### config.mk
export PLATFORM = sky130hd
export DESIGN_NAME = csa_term_accumulator_flat
export DESIGN_NICKNAME = d
export VERILOG_FILES = /design/src/rtl/csa_term_accumulator_if.sv /design/src/rtl/csa_term_accumulator.sv /design/src/flat_wrapper.sv
export SDC_FILE = /design/constraint.sdc
export NUM_CORES = 1
export LEC_CHECK = 0
export BUFFER_PORTS_ARGS = -buffer_cell sky130_fd_sc_hd__clkbuf_2
export CORE_ASPECT_RATIO = 1.75
export CORE_MARGIN = 2
export CORE_UTILIZATION = 58
export DETAILED_ROUTE_END_ITERATION = 8
export PLACE_DENSITY_LB_ADDON = 0.1
export SLEW_MARGIN = 20
export SYNTH_ARGS = -nofsm -noshare
export SYNTH_HDL_FRONTEND = slang
export SYNTH_SLANG_ARGS = --single-unit
### constraint.sdc
create_clock -name clk -period 4.15 [get_ports clk]
set_input_delay 0.2075 -clock clk [delete_from_list [all_inputs] [get_ports clk]]
set_output_delay 0.2075 -clock clk [all_outputs]
set_load 0.02 [all_outputs]
### src/rtl/csa_term_accumulator_if.sv
// Term stream in, redundant (sum, carry) result out, both valid/ready handshakes.
// master drives terms and takes results; slave is the accumulator side.
interface csa_term_accumulator_if #(
  parameter int BIT_LEN   = 19,
  parameter int MAX_TERMS = 16,
  parameter int OUT_LEN   = BIT_LEN + $clog2(MAX_TERMS),
  parameter int CNT_W     = $clog2(MAX_TERMS + 1)
);
  logic               in_valid;
  logic               in_ready;
  logic [BIT_LEN-1:0] in_term;
  logic               in_last;
  logic               out_valid;
  logic               out_ready;
  logic [OUT_LEN-1:0] out_sum;
  logic [OUT_LEN-1:0] out_carry;
  logic [CNT_W-1:0]   out_count;
  logic               out_overflow;

  modport master (
    output in_valid, in_term, in_last, out_ready,
    input  in_ready, out_valid, out_sum, out_carry, out_count, out_overflow
  );

  modport slave (
    input  in_valid, in_term, in_last, out_ready,
    output in_ready, out_valid, out_sum, out_carry, out_count, out_overflow
  );
endinterface

### src/rtl/csa_term_accumulator.sv
// Packet accumulator: folds one unsigned term per cycle into a carry-save pair
// with a single 3:2 compressor; the carry-propagate add is left to the consumer.
module csa_term_accumulator #(
  parameter int BIT_LEN   = 19,
  parameter int MAX_TERMS = 16,
  parameter int OUT_LEN   = BIT_LEN + $clog2(MAX_TERMS)
) (
  input logic                    clk,
  input logic                    reset,
  csa_term_accumulator_if.slave  bus
);
  localparam int CNT_W = $clog2(MAX_TERMS + 1);

  // IDLE waits for the first term, ACCUM folds further terms, DONE presents the result
  localparam logic [1:0] ST_IDLE  = 2'd0;
  localparam logic [1:0] ST_ACCUM = 2'd1;
  localparam logic [1:0] ST_DONE  = 2'd2;

  logic [1:0]         r_state;
  logic [OUT_LEN-1:0] r_sum;
  logic [OUT_LEN-1:0] r_carry;
  logic [CNT_W-1:0]   r_count;
  logic               r_overflow;

  logic               w_in_ready;
  logic               w_out_valid;
  logic               w_xfer;
  logic               w_cnt_max;
  logic [OUT_LEN-1:0] w_term;
  logic [OUT_LEN-1:0] w_csa_sum;
  logic [OUT_LEN-1:0] w_maj;
  logic [OUT_LEN-1:0] w_csa_carry;

  assign w_in_ready  = (r_state == ST_IDLE) || (r_state == ST_ACCUM);
  assign w_out_valid = (r_state == ST_DONE);
  assign w_xfer      = bus.in_valid && w_in_ready;
  assign w_cnt_max   = (r_count == CNT_W'(MAX_TERMS));

  assign w_term      = OUT_LEN'(bus.in_term);
  assign w_csa_sum   = r_sum ^ r_carry ^ w_term;
  assign w_maj       = (r_sum & r_carry) | (r_sum & w_term) | (r_carry & w_term);
  // Carry moves up one weight; the bit shifted out of the top is dropped (mod 2^OUT_LEN).
  assign w_csa_carry = {w_maj[OUT_LEN-2:0], 1'b0};

  always_ff @(posedge clk) begin
    if (reset) begin
      r_state    <= ST_IDLE;
      r_sum      <= '0;
      r_carry    <= '0;
      r_count    <= '0;
      r_overflow <= 1'b0;
    end else begin
      case (r_state)
        ST_IDLE: begin
          if (w_xfer) begin
            r_sum      <= w_term;
            r_carry    <= '0;
            r_count    <= CNT_W'(1);
            r_overflow <= 1'b0;
            r_state    <= bus.in_last ? ST_DONE : ST_ACCUM;
          end
        end
        ST_ACCUM: begin
          if (w_xfer) begin
            r_sum   <= w_csa_sum;
            r_carry <= w_csa_carry;
            if (w_cnt_max) r_overflow <= 1'b1;
            else           r_count    <= r_count + CNT_W'(1);
            if (bus.in_last) r_state <= ST_DONE;
          end
        end
        ST_DONE: begin
          if (bus.out_ready) r_state <= ST_IDLE;
        end
        default: r_state <= ST_IDLE;
      endcase
    end
  end

  assign bus.in_ready     = w_in_ready;
  assign bus.out_valid    = w_out_valid;
  assign bus.out_sum      = w_out_valid ? r_sum   : '0;
  assign bus.out_carry    = w_out_valid ? r_carry : '0;
  assign bus.out_count    = w_out_valid ? r_count : '0;
  assign bus.out_overflow = w_out_valid && r_overflow;
endmodule
### src/flat_wrapper.sv
// flat-port wrapper written by rule: the top's interface ports become plain ports
module csa_term_accumulator_flat 
#(
  parameter int BIT_LEN   = 19,
  parameter int MAX_TERMS = 16,
  parameter int OUT_LEN   = BIT_LEN + $clog2(MAX_TERMS)
)
  (clk, reset, bus_in_valid, bus_in_term, bus_in_last, bus_out_ready, bus_in_ready, bus_out_valid, bus_out_sum, bus_out_carry, bus_out_count, bus_out_overflow);
  csa_term_accumulator_if #(.BIT_LEN(BIT_LEN), .MAX_TERMS(MAX_TERMS), .OUT_LEN(OUT_LEN)) bus_i ();
  input logic clk;
  input logic reset;
  input wire logic [$bits(bus_i.in_valid)-1:0] bus_in_valid;
  input wire logic [$bits(bus_i.in_term)-1:0] bus_in_term;
  input wire logic [$bits(bus_i.in_last)-1:0] bus_in_last;
  input wire logic [$bits(bus_i.out_ready)-1:0] bus_out_ready;
  output wire logic [$bits(bus_i.in_ready)-1:0] bus_in_ready;
  output wire logic [$bits(bus_i.out_valid)-1:0] bus_out_valid;
  output wire logic [$bits(bus_i.out_sum)-1:0] bus_out_sum;
  output wire logic [$bits(bus_i.out_carry)-1:0] bus_out_carry;
  output wire logic [$bits(bus_i.out_count)-1:0] bus_out_count;
  output wire logic [$bits(bus_i.out_overflow)-1:0] bus_out_overflow;
  assign bus_i.in_valid = bus_in_valid;
  assign bus_i.in_term = bus_in_term;
  assign bus_i.in_last = bus_in_last;
  assign bus_i.out_ready = bus_out_ready;
  assign bus_in_ready = bus_i.in_ready;
  assign bus_out_valid = bus_i.out_valid;
  assign bus_out_sum = bus_i.out_sum;
  assign bus_out_carry = bus_i.out_carry;
  assign bus_out_count = bus_i.out_count;
  assign bus_out_overflow = bus_i.out_overflow;
  csa_term_accumulator #(.BIT_LEN(BIT_LEN), .MAX_TERMS(MAX_TERMS), .OUT_LEN(OUT_LEN)) u_core (.clk(clk), .reset(reset), .bus(bus_i));
endmodule
== After elaboration in Yosys (flattened, before gate mapping) ==
Cells that the tools add are included.

* Bits of input ports: 24
* Register bits after elaboration: 54
* Output and inout port bits: 54
* Logic and storage cells: 54

* Equality and inequality tests: 9
* Bitwise logic cells: 7
* Reductions and logical operators: 9
* Add/subtract/negate cells: 1
* Multiplexer cells: 23

{| class="wikitable"
|+ Operator list
! kind !! count
|-
| $mux 23 || 6
|-
| $pmux 23 s2 || 2
|-
| $and 22x19->22 || 2
|-
| $or 22x22->22 || 2
|-
| $xor 23x19->23 || 1
|-
| $xor 23x23->23 || 1
|-
| $and 22x22->22 || 1
|-
| $mux 5 || 4
|-
| $reduce_and 4->1 || 3
|-
| $mux 2 || 5
|-
| $pmux 5 s2 || 1
|-
| $ne 2x1->1 const B || 3
|-
| $ne 2x2->1 const B || 3
|-
| $pmux 2 s3 || 1
|-
| $add 5x1->5 const B || 1
|-
| $eq 5x5->1 const B || 1
|-
| $mux 1 || 3
|-
| $reduce_and 3->1 || 1
|-
| $eq 2x1->1 const B || 1
|-
| $eq 2x2->1 const B || 1
|-
| $logic_and 1x1->1 || 2
|-
| $logic_not 2->1 || 1
|-
| $pmux 1 s2 || 1
|-
| $reduce_bool 2->1 || 1
|-
| $logic_or 1x1->1 || 1
|}

== Longest topological paths before layout ==
Gate-level depths: netlist of run 1.

* Depth after elaboration: 5
* Gate-level depth with buffers: 6
* Mapped depth without buffers: 5

== Worst setup path after synthesis of run 1 ==
No wires, ideal clock.

* Path kind: reg2out
* Start: register u_core.r_state[1]
* End: output bus_out_carry[1]
* Stages on the path, launching flop included: 4
* Path buffers: 1
* Required time: 3.943 ns
* Setup slack: 2.649 ns
* Arrival: 1.294 ns
* Path through: dfxtp_1 > inv_1 > clkbuf_1 > nor3_1

* Word-level cells in the longest chain between the ends: 2

{| class="wikitable"
|+ RTL lines
! item !! RTL line !! source
|-
| start, declared || csa_term_accumulator.sv:19 || <nowiki>logic [1:0] r_state;</nowiki>
|-
| start signal, assigned || csa_term_accumulator.sv:60 || <nowiki>r_state <= bus.in_last ? ST_DONE : ST_ACCUM;</nowiki>
|-
| $eq 2x2->1 || csa_term_accumulator.sv:35 || <nowiki>assign w_out_valid = (r_state == ST_DONE);</nowiki>
|-
| $mux 23 || csa_term_accumulator.sv:83 || <nowiki>assign bus.out_carry = w_out_valid ? r_carry : '0;</nowiki>
|-
| end, declared || flat_wrapper.sv:19 || <nowiki>output wire logic [$bits(bus_i.out_carry)-1:0] bus_out_carry;</nowiki>
|}

No other way between the ends.

== Final worst setup path of run 1 ==
* Start: register u_core.r_state[0]
* End: output bus_out_overflow

* Word-level cells in the longest chain between the ends: 2

{| class="wikitable"
|+ RTL lines
! item !! RTL line !! source
|-
| $eq 2x2->1 || csa_term_accumulator.sv:35 ||
|-
| $logic_and 1x1->1 || csa_term_accumulator.sv:85 || <nowiki>assign bus.out_overflow = w_out_valid && r_overflow;</nowiki>
|-
| end, declared || flat_wrapper.sv:21 || <nowiki>output wire logic [$bits(bus_i.out_overflow)-1:0] bus_out_overflow;</nowiki>
|}

No other way between the ends.

==> results of run 1 <==
[flip-flops by register name, summed over array words and instances, names as in the netlist]
signal / flops
u_core.r_count: 5
u_core.r_overflow: 1
u_core.r_state: 2
u_core.r_carry: 22
u_core.r_sum: 23
[power groups by stage]
stage          clock (uW)  combinational (uW)  sequential (uW)
2_1_floorplan           0                 148              545
3_3_place_gp            0                 152              567
3_5_place_dp            0                 157              568
4_1_cts               316                 157              557
5_1_grt               331                 179              561
6_report              307                 155              557
[critical path, cell delays in order (launching register included)]
cell and delay [ns]:
dfxtp_4 1.08, nor2b_1 0.41, and2_1 0.28, clkbuf_2 0.15
[logic make-up after synthesis]
family,share of synthesized area
flops,0.3181
mux,0.01200
compound gates,0.1609
fa+ha+maj,0.1305
simple gates,0.2498
other cells,0.001124
buf+inv,0.1275
[cell type report]
class | instances | area [sq um] | area share
Sequential cell | 53 | 1065 | 0.2869
Inverter | 57 | 214.0 | 0.05765
Timing Repair Buffer | 77 | 387.9 | 0.1045
Clock inverter | 2 | 13.76 | 0.003709
Clock buffer | 6 | 82.58 | 0.02225
Multi-Input combinational cell | 265 | 1853 | 0.4993
Tap cell | 76 | 95.09 | 0.02562
[cells in the final DEF (no fill, tap or decap), types with 4 or more instances in the layout]
cell / synthesis / final
nand3_1: 10 / 10
nand2b_1: 5 / 4
nand3b_1: 22 / 22
dfxtp_1: 53 / 52
nand2_1: 61 / 61
a21oi_2: 10 / 10
fa_1: 18 / 18
and2_1: 13 / 13
ha_1: 6 / 6
mux2i_1: 4 / 4
nor3_1: 39 / 39
clkbuf_2: 0 / 76
clkbuf_8: 0 / 6
o211ai_2: 10 / 10
a21oi_1: 37 / 37
inv_1: 57 / 56
o211ai_1: 8 / 8
[metal layers]
layer  track usage  vias to the layer above  wire [um]
met5             0                        -          0
met4       0.07764                        0        122
met3       0.03856                       10        228
met2        0.4172                       48       3731
met1        0.2674                     1354       2815
li1              -                     1426          -
[per-stage QoR]
step                cells    util  total power (uW)  hold WS (ns)
global route          536  0.6698              1071        0.1018
CTS                   536  0.6698              1030       0.08920
floorplan             411       -             693.2        0.3204
detailed placement    528  0.6524             725.3        0.4180
global placement      528  0.6524             719.2        0.4220
finish                536  0.6698              1019       0.09677
[how the worst max path moves through the flow]
stage                              startpoint                end  slack, ns  cells past startpoint
2_1_floorplan  u_core.r_state[1]$_SDFFE_PP0P_   bus_out_carry[1]       2.65                      3
3_3_place_gp   u_core.r_state[0]$_SDFFE_PP0P_  bus_out_carry[22]       2.03                      3
3_5_place_dp   u_core.r_state[0]$_SDFFE_PP0P_  bus_out_carry[22]       1.99                      3
4_1_cts        u_core.r_state[0]$_SDFFE_PP0P_  bus_out_carry[22]       1.65                      3
5_1_grt        u_core.r_state[0]$_SDFFE_PP0P_   bus_out_count[2]       1.52                      3
6_report       u_core.r_state[0]$_SDFFE_PP0P_   bus_out_overflow       1.72                      3
==> impl_metrics.json, run 1 <==
{
  "outcome": "finished clean",
  "rsz0062_at_grt": "false",
  "start_kind": "flip-flop",
  "switching_power_uw": 300.8,
  "fp.dieArea_sq_um": 6397,
  "synth_top_area_cell": "dfxtp_1",
  "synth-seq-cells": 53,
  "max_freq_mhz": 410.9,
  "diodes": 0,
  "endpoint_kind": "output pin",
  "slew_viol_final": 0,
  "drt_iter0_drc": 178,
  "synthCells": 411,
  "initial_core_util": 0.6021,
  "cts_tree": "yes",
  "ys_warn_count": 0,
  "synth_top_cells_by_area": "dfxtp_1 (32%), fa_1 (11%), nand2_1 (6.9%)",
  "r2r.worst_path.cells": 5,
  "maxCapViolations": 0,
  "synth_edf_count": 0,
  "track_usage": 0.2341,
  "clock_sinks": 53,
  "rrSetupSlack_ns": 2.08,
  "yosysUniqueCellTypes": 37,
  "min_from": "bus_in_last",
  "worst_hold_path_type": "input pin to flip-flop",
  "wl_per_cell_um": 12.87,
  "netlist_top_cells_count": "nand2_1 (61), inv_1 (57), dfxtp_1 (53)",
  "hold_end": "u_core.r_state[0]$_SDFFE_PP0P_",
  "crit_type": "flip-flop to output pin",
  "finish.instance_area_sq_um": 3711,
  "overflow": 0,
  "clkPwrFrac": 0.301,
  "gp_congestion": 0.7943,
  "leakagePower_uw": 0.001411,
  "coreArea_sq_um": 5540,
  "finalHoldViolCount": 0,
  "yosysMostFrequentCell": "nand2_1",
  "wl_um": 6898,
  "min_period_over_period": 0.5864,
  "holdPathStages": 2,
  "slew_headroom": 0.2692,
  "crit_path_max_fanout": 108,
  "cts_buffers": 5,
  "cts_resized": 0,
  "internal_power_uw": 718.0,
  "post-cts-setup-buffer-count": 0,
  "clock_latency_ns": 0.31,
  "swShare": 0.2952,
  "area_growth_pct": 11.25,
  "nFillCells": 521,
  "cts_htree_levels": 2,
  "worstReg2RegStart": "u_core.r_count[0]$_SDFFE_PP0P_",
  "io_buffers": 76,
  "viasPerCell": 5.295,
  "tns_ns": 0,
  "fin_ws_ns": 1.717,
  "ir_drop_v": 0.0002099,
  "place_ws_ns": 1.993,
  "setup_viol": 0,
  "synth_ff_type": "dfxtp_1",
  "synth_top_area_share": 0.3181,
  "grt_max_degree": 109,
  "cts_root_buf": "clkbuf_8",
  "die_w_um": 61.33,
  "cp.required_ns": 3.94,
  "seqPwrFrac": 0.547,
  "die-height_um": 104.3,
  "crit_arrival_ns": 2.23,
  "nets": 507,
  "synth_nets": 459,
  "firstDrtPassIters": 4,
  "pin_count": 78,
  "syn_area_sq_um": 3336,
  "grt_pass1_wl_um": 11860,
  "grt_pass1_vias": 2833,
  "antenna_found_initial": 0,
  "cts_hold_buf": 0,
  "p_comb_frac": 0.152,
  "place_hpwl_um": 4668,
  "r2r-end": "u_core.r_count[0]$_SDFFE_PP0P_",
  "final.setup_skew_ns": 0.01279,
  "route.detailed.drc": 0,
  "rows": 36,
  "cts_max_path_buffers": 2,
  "vias": 2838,
  "drive_gt1_frac": 0.2413,
  "p_per_area_nw_per_um2": 274.5,
  "avgSynthCellArea_sq_um": 8.116,
  "antenna_left": 0,
  "clkTransAtPathRegs_ns": 0.08,
  "async_flop_share": 0,
  "seq_area_frac_synth": 0.3181,
  "postPlaceCellArea_sq_um": 3615,
  "fin_crit_ns": 2.433,
  "tightest_slew_ns": 1.096
}
Power figures use the tool's default switching activity.
==> run 2: changes to the inputs <==
ABC_AREA = 1   (was default)
CORE_UTILIZATION = 48   (was 58)
clock period = 2.2 ns   (was 4.15 ns; I/O delays follow)
==> run 2 against run 1 <==
Area after synthesis decreased by 5.1%. Clock skew shrank 0.0071 ns. Total power grew 110%. Sequential share of layout area up 0.22 points. Via count barely moved. Critical endpoint is now bus_out_carry[7]. Largest power group unchanged. Highest routed layer unchanged.
==> impl_metrics.json, run 2 <==
{
  "cp.required_ns": 2.09,
  "crit_type": "flip-flop to output pin",
  "crit_path_max_fanout": 51,
  "largest_register_ffs": 23,
  "pin_count": 78,
  "synth-seq-cells": 53,
  "path_common_cell": "inv_2",
  "multi_input_area_sq_um": 1643,
  "grt_pass1_wl_um": 11880,
  "cts_hold_buf": 0,
  "outcome": "finished clean",
  "nets": 546,
  "final.setup_skew_ns": 0.005676,
  "rsz0062_at_grt": "false",
  "die_w_um": 65.38,
  "place_ws_ns": 0.5420,
  "clock_latency_ns": 0.29,
  "diodes": 0,
  "crit_arrival_ns": 1.83,
  "switching_power_uw": 614.9,
  "clkPwrFrac": 0.360,
  "antenna_left": 0,
  "cts_htree_levels": 2,
  "wl_per_cell_um": 12.21,
  "internal_power_uw": 1571,
  "track_usage": 0.2065,
  "leakagePower_uw": 0.001585,
  "cts_buffers": 5,
  "finalHoldViolCount": 0,
  "wl_um": 7082,
  "finish.instance_area_sq_um": 3670,
  "ys_warn_count": 0,
  "fin_crit_ns": 1.935,
  "clkTransAtPathRegs_ns": 0.07,
  "maxCapViolations": 0,
  "clock_sinks": 53,
  "overflow": 0,
  "slew_viol_final": 0,
  "route.detailed.drc": 0,
  "cts_root_buf": "clkbuf_16",
  "seq_area_frac_synth": 0.3353,
  "cts_tree": "yes",
  "firstDrtPassIters": 6,
  "synth_nets": 481,
  "worst_hold_path_type": "input pin to flip-flop",
  "min_period_over_period": 0.8797,
  "hold-worst-slack_ns": 0.05904,
  "synth_top_area_cell": "dfxtp_1",
  "final_common_cell": "nor2_1",
  "synth_edf_count": 0,
  "endpoint_kind": "output pin",
  "place_hpwl_um": 5110,
  "io_buffers": 76,
  "drive_gt1_frac": 0.2028,
  "critical_path.top_delay_family": "buffers and inverters",
  "max_freq_mhz": 516.7,
  "post-cts-setup-buffer-count": 0,
  "start_kind": "flip-flop",
  "rrSetupSlack_ns": 0.55,
  "slew_headroom": 0.4396,
  "ir_drop_v": 0.0004788,
  "slowest_stage": "dfxtp_1",
  "swShare": 0.2812,
  "yosysUniqueCellTypes": 28,
  "syn_area_sq_um": 3164,
  "cts_max_path_buffers": 2,
  "synth_top_area_share": 0.3353,
  "async_flop_share": 0,
  "viasPerCell": 4.891,
  "synthCells": 433,
  "coreArea_sq_um": 6441,
  "avgSynthCellArea_sq_um": 7.308,
  "die-height_um": 111.4,
  "initial_core_util": 0.4913,
  "p_comb_frac": 0.167,
  "grt_pass1_vias": 2686,
  "p_per_area_nw_per_um2": 595.8,
  "area_growth_pct": 15.97,
  "cts_resized": 0,
  "synth_top_cells_by_area": "dfxtp_1 (34%), nor2_1 (13%), fa_1 (11%)",
  "antenna_found_initial": 0,
  "synth_ff_type": "dfxtp_1",
  "postPlaceCellArea_sq_um": 3523,
  "max_stage_delay_ns": 0.52,
  "path_buf_inv": 3,
  "yosysMostFrequentCell": "nor2_1",
  "fp.dieArea_sq_um": 7283,
  "tns_ns": 0,
  "largest_register": "u_core.r_sum",
  "vias": 2837,
  "seqPwrFrac": 0.473,
  "grt_max_degree": 52,
  "setup_viol": 0,
  "final_cell_mix": "nor2_1 (107), inv_1 (76), clkbuf_2 (76), dfxtp_1 (53), nand2_1 (50)",
  "final-seq-area_sq_um": 1061,
  "drt_iter0_drc": 119,
  "fin_ws_ns": 0.2647,
  "top_regs": "u_core.r_sum (23), u_core.r_carry (22), u_core.r_count (5)",
  "netlist_top_cells_count": "nor2_1 (107), inv_1 (76), dfxtp_1 (53)",
  "rows": 39,
  "finalPower_uw": 2186,
  "tightest_slew_ns": 0.8405,
  "gp_congestion": 0.7591,
  "worstPathCellList": "inv_2 -> nor2_2 -> inv_2 -> nor2_1 -> clkbuf_2",
  "nFillCells": 667
}
run 2: metal layers:
layer,share of wire,track usage
met1,0.40,0.2325
met5,0,0
met2,0.55,0.3898
met3,0.036,0.03131
met4,0.011,0.05694
run 2: cells by family (layout without fill, tap and decap cells):
kind of cell / count (synthesis) / after routing / share of synthesized area
compound gates: 55 / 55 / 0.1182
fa+ha+maj: 24 / 24 / 0.1376
buf+inv: 103 / 168 / 0.1455
flops: 53 / 53 / 0.3353
other cells: 1 / 1 / 0.001185
simple gates: 197 / 197 / 0.2622
run 2: layout make-up:
class                   instances  share of cell area
flip-flops and latches         53              0.2891
repair buffers                 80              0.1118
multi-input cells             277              0.4477
well taps                      82             0.02796
clock inverters                 1            0.002046
clock buffers                   6             0.03785
inverters                      81             0.08353
run 2: power groups by stage:
stage,sequential (uW),clock [uW],combinational [uW]
finish,1030,787,365
global route,1040,845,416
CTS,1030,809,372
detailed placement,1060,0,370
global placement,1050,0,362
floorplan,1050,0,284
run 2: path summary, 6_finish.rpt:
| kind | startpoint | to | cells past startpoint |
|---|---|---|---|
| worst min register to register | u_core.r_overflow$_SDFFE_PP0P_ | u_core.r_overflow$_SDFFE_PP0P_ | 2 |
| worst min-delay path | bus_in_term[9] | u_core.r_sum[9]$_SDFFE_PP0P_ | 3 |
| worst max-delay path | u_core.r_state[1]$_SDFFE_PP0P_ | bus_out_carry[7] | 5 |
| worst max register to register | u_core.r_state[1]$_SDFFE_PP0P_ | u_core.r_count[3]$_SDFFE_PP0P_ | 6 |
run 2: worst min-delay path: stages:
cell and delay [ns]:
clkbuf_2 0.09, nor2_1 0.04, nor2_1 0.08
run 2: stage by stage:
step | utilization | cells
after global placement | 0.5470 | 573
after CTS | 0.5697 | 580
final | 0.5697 | 580
after global routing | 0.5697 | 580
after floorplan | - | 433
after detailed placement | 0.5470 | 573
